## src/rtl/stopwatch_ctrl.sv

```systemverilog
// Stopwatch control: synchronized and debounced start/lap buttons drive an IDLE/RUN/LAP/STOP FSM plus a tick prescaler.
// A raw press changes state DEBOUNCE_CYCLES+3 cycles later; all outputs are registered and there is no backpressure.
module stopwatch_ctrl #(
    parameter int TICK_DIV        = 50000000,
    parameter int DEBOUNCE_CYCLES = 1000000
) (
    input  logic       clk,
    input  logic       rst,
    input  logic       btn_start,
    input  logic       btn_lap,
    output logic       tick,
    output logic       clr,
    output logic       hold,
    output logic       running,
    output logic [1:0] state
);
    localparam int PW = (TICK_DIV > 1) ? $clog2(TICK_DIV) : 1;
    localparam int DW = $clog2(DEBOUNCE_CYCLES + 1);
    localparam logic [PW-1:0] PRESC_MAX = PW'(TICK_DIV - 1);
    localparam logic [DW-1:0] DB_MAX    = DW'(DEBOUNCE_CYCLES - 1);

    typedef enum logic [1:0] {
        IDLE = 2'b00,
        RUN  = 2'b01,
        LAP  = 2'b10,
        STOP = 2'b11
    } state_t;

    // Bit 0 is the start button, bit 1 the lap button.
    logic [1:0]    sync1, sync2, acc, acc_q, press;
    logic [DW-1:0] db_cnt [2];
    logic [PW-1:0] presc;
    state_t        cur, nxt;
    logic          clr_req;

    always_ff @(posedge clk or posedge rst) begin
        if (rst) begin
            sync1 <= '0;
            sync2 <= '0;
            acc   <= '0;
            acc_q <= '0;
            for (int i = 0; i < 2; i++) db_cnt[i] <= '0;
        end else begin
            sync1 <= {btn_lap, btn_start};
            sync2 <= sync1;
            acc_q <= acc;
            for (int i = 0; i < 2; i++) begin
                if (sync2[i] == acc[i]) begin
                    db_cnt[i] <= '0;
                end else if (db_cnt[i] == DB_MAX) begin
                    acc[i]    <= sync2[i];
                    db_cnt[i] <= '0;
                end else begin
                    db_cnt[i] <= db_cnt[i] + 1'b1;
                end
            end
        end
    end

    assign press = acc & ~acc_q;

    // Start has priority: a coincident lap event is simply dropped.
    always_comb begin
        nxt     = cur;
        clr_req = 1'b0;
        if (press[0]) begin
            nxt = (cur == RUN || cur == LAP) ? STOP : RUN;
        end else if (press[1]) begin
            case (cur)
                IDLE:    clr_req = 1'b1;
                RUN:     nxt = LAP;
                LAP:     nxt = RUN;
                STOP: begin
                    nxt     = IDLE;
                    clr_req = 1'b1;
                end
                default: nxt = IDLE;
            endcase
        end
    end

    // The prescaler follows the current state, so a wrap on the edge that
    // leaves RUN/LAP still produces its tick and a stopped count resumes.
    always_ff @(posedge clk or posedge rst) begin
        if (rst) begin
            cur     <= IDLE;
            hold    <= 1'b0;
            running <= 1'b0;
            clr     <= 1'b0;
            tick    <= 1'b0;
            presc   <= '0;
        end else begin
            cur     <= nxt;
            hold    <= (nxt == LAP);
            running <= (nxt == RUN) || (nxt == LAP);
            clr     <= clr_req;
            tick    <= running && (presc == PRESC_MAX);
            if (clr_req) begin
                presc <= '0;
            end else if (running) begin
                presc <= (presc == PRESC_MAX) ? '0 : presc + 1'b1;
            end
        end
    end

    assign state = cur;
endmodule
```

## config.mk

```make
export PLATFORM = sky130hd
export DESIGN_NAME = stopwatch_ctrl
export DESIGN_NICKNAME = d
export VERILOG_FILES = /design/src/rtl/stopwatch_ctrl.sv
export SDC_FILE = /design/constraint.sdc
export NUM_CORES = 1
export LEC_CHECK = 0
export BUFFER_PORTS_ARGS = -buffer_cell sky130_fd_sc_hd__buf_2
export CORE_UTILIZATION = 45
export DETAILED_ROUTE_END_ITERATION = 8
export PLACE_DENSITY = 0.67
export SETUP_SLACK_MARGIN = 0.3
export SYNTH_ARGS = -nofsm -noshare
export SYNTH_HDL_FRONTEND = slang
export SYNTH_SLANG_ARGS = --single-unit
export TNS_END_PERCENT = 100
```

## constraint.sdc

```tcl
create_clock -name clk -period 2.85 [get_ports clk]
set_clock_uncertainty 0.2 [all_clocks]
set_input_delay 0.4275 -clock clk [delete_from_list [all_inputs] [get_ports clk]]
set_output_delay 0.4275 -clock clk [all_outputs]
set_load 0.005 [all_outputs]
```

==> results.md <==
* Critical Path AT at 2.46 ns
* Largest family of logic cells by synthesized area: simple AND/OR/NAND/NOR gates
* Via-per-instance ratio at approximately 5.5
* Die area at 0.009180 mm²
* Cells after Synth at about 400
* Ant. Diodes at 0
* Most common cell after layout, fill and taps aside: dfrtp_1
* Worst min-delay path class: reg2reg
* Synth Area in Simple Gates at between 20 and 30%
* Int Pwr at roughly 1800 µW
* I/O Buffers at 9
* Top Ports at 10
* Synth Area in Adders at 1.896%
* Worst slew margin at about three fifths
* WS Path Type: reg2reg
* Rows at 33
* Post-Synth XOR/XNOR Area at 11.06%
* Gate power share at roughly 2.5%
* Num CTS Buffers at 9
* Count of clock tree sinks at 80
* Number of flops mapped to enable cells by yosys at 0
* Synth Register Bits at 80
* Unrepaired setup endpoints after global routing: no
* Primary FF master, synth: dfrtp_1
* CP startpoint kind: flip-flop
* Final-layout fill cell count at about 740
* Iteration-0 DRC Markers at 144
* Area Overhead vs Synth at 11.88%
* Clock slew at reported path FFs at approximately 0.080 ns
* Min Tclk post-route at roughly 2.4 ns
* Design Power at 2220 µW
* Multiplexer share of the synthesized area at 0.8215%
* Post-CTS setup buffers at 0
* Pre-antenna DRT Iters at 4
* Cell Pwr Density at about 500 mW/mm²
* Dpl cell area at about 0.0042 mm²
* Peak supply drop at 0.0003597 V
* Post-DRT Antenna Nets at 0
* RePlAce Congestion at 0.8681
* Net switching power at between 400 and 500 µW
* Synth warn at 0
* Core ar. at 0.008382 mm²
* Fin nets at 442
* Max_cap viols at 0
* Initial antenna violation count at 0
* TritonCTS clock tree: yes
* Fmax at 410.8 MHz
* Post-synthesis sequential area ratio at between 50% and 60%
* Final Hold Fails at 0
* DR vias at around 3,000
* Synth Cell Area at around 0.004 mm²
* Slew Viols, Final at 0
* Largest net degree at the start of global routing at 31
* Final hold slack at approximately 0.16 ns
* CP endpoint kind: flip-flop
* Global Route Usage Sum at 18.55%
* Share of post-route cells with drive strength above 1 at roughly an eighth
* H-tree depth at 3
* Clk Latency, worst-skew pair at between 0.3 and 0.4 ns
* Req. time, crit path at roughly 2.9 ns
* Final setup TNS at 0 ns
* Sequential share of power at a little over half
* Routed WL per cell at approximately 14 µm
* Global-route wire length before repair at about 13 mm
* CTS max path bufs at 2
* Grt peak-use layer: met2
* DR DRC count at 0
* Root buf cell: clkbuf_8
* Final Util at 52.86%
* Total congestion overflow at 0
* Post-route cell area at 0.004431 mm²
* Compound-Gate Fraction of Synth Area at under 10%
* Avg Cell Area, Syn at roughly 9.7 µm²
* Final period util at 85.42%
* Pleak at a little under 0.002 µW
* Critical-path maximum fanout at 11
* Vias in the first global route at between 2,000 and 3,000
* M2 GR Usage at between 20 and 30%
* Most frequent cells in the layout: dfrtp_1, nor2_1, nand2_1
* Final setup viols at 0
* Total Wirelength at roughly 7.6 mm
* Unique cell type count in the Yosys netlist at 42
* Met1 GRT Util at about 25%
* Initial core utilization at 47.25%
* M3 GR Usage at around 3.6%
* Width of the die at ~96 µm
* Total nets after synthesis at 420
* Run status: complete, no violations
* Clk pwr share at between 40% and 50%
* Die height at around 96 µm
* Ys async rst share at 100.0%
* Final HPWL DP at ~5.3 mm
* Worst-margin pin slew at approximately 0.61 ns
* Sw frac at 20.42%
-- worst paths after layout --
kind / startpoint / end / cells after the start / slack, ns
min reg2reg: sync1[0] / sync2[0] / 0 / 0.16
max: presc[7] / presc[20] / 5 / 0.42
max in group asynchronous: rst / presc[19] / 4 / 1.24
min: sync1[0] / sync2[0] / 0 / 0.16
min in group asynchronous: rst / db_cnt[34] / 3 / 0.50
max reg2reg: presc[7] / presc[20] / 5 / 0.42
-- per-layer routing --
| layer | wire length [µm] | part of all wire, % |
|---|---|---|
| met4 | 154 | 2.0 |
| met3 | 318 | 4.2 |
| met5 | 0 | 0 |
| met1 | 3568 | 47 |
| met2 | 3563 | 47 |
-- final cells by class --
class | instances | area (µm²) | share of cell area [%]
flip-flops and latches | 80 | 2002 | 45.18
repair buffers | 19 | 127.6 | 2.881
inverters | 12 | 48.80 | 1.101
well taps | 105 | 131.4 | 2.965
multi-input cells | 310 | 1876 | 42.33
clock inverters | 5 | 103.9 | 2.344
clock buffers | 11 | 141.4 | 3.191
-- through the flow --
step,worst slack (ns),cells
floorplan,0.5367,410
global placement,0.4504,523
detailed placement,0.4265,523
CTS,0.4169,542
global route,0.3195,542
finish,0.4156,542
-- worst max-delay path: stages (launching register included) --
cell and delay, ns:
dfrtp_1 0.44, or4_1 0.52, or4_4 0.43, or3_4 0.41, nand2_2 0.22, a21oi_1 0.09
-- power by group through the flow --
stage                     Sequential [µW]  Combinational (µW)  Clock (µW)
after global placement               1180                52.6           0
after detailed placement             1180                54.0           0
after CTS                            1150                57.1        1040
after global routing                 1160                64.7        1070
final                                1150                54.9        1010
after floorplan                      1170                36.4           0
-- flip-flops by register name, summed over array words and instances (netlist names) --
name,cells
acc,2
acc_q,2
clr,1
db_cnt,40
hold,1
presc,26
running,1
state,2
sync1,2
sync2,2
tick,1
-- synthesized netlist by cell type, drive strengths merged, types with 4 or more instances --
cell type | number | share of area [%]
dfrtp | 80 | 51
nor2 | 69 | 6.7
nand2 | 37 | 3.6
nand3 | 32 | 4.2
xor2 | 29 | 6.4
xnor2 | 21 | 4.6
nand4 | 20 | 3.3
a21oi | 12 | 1.5
inv | 12 | 1.1
and3 | 11 | 1.7
nor4 | 11 | 1.7
or3 | 9 | 1.5
nor3 | 8 | 1.0
or4 | 7 | 1.5
ha | 6 | 1.9
and4 | 5 | 1.1
clkbuf | 5 | 0.47
o21ai | 4 | 0.51
or2 | 4 | 0.63
-- repair_timing --
action,4_1_cts,5_1_grt
hold buffers,3,0
hold endpoints to repair,29,0
setup endpoints to repair,0,12
gates resized for setup,0,1
-- logic make-up after synthesis --
| group | Yosys count |
|---|---|
| compound gates | 28 |
| xor+xnor | 50 |
| flops | 80 |
| buf+inv | 20 |
| mux | 3 |
| simple gates | 223 |
| fa+ha+maj | 6 |
No activity file was read; power rests on OpenSTA's default activity.
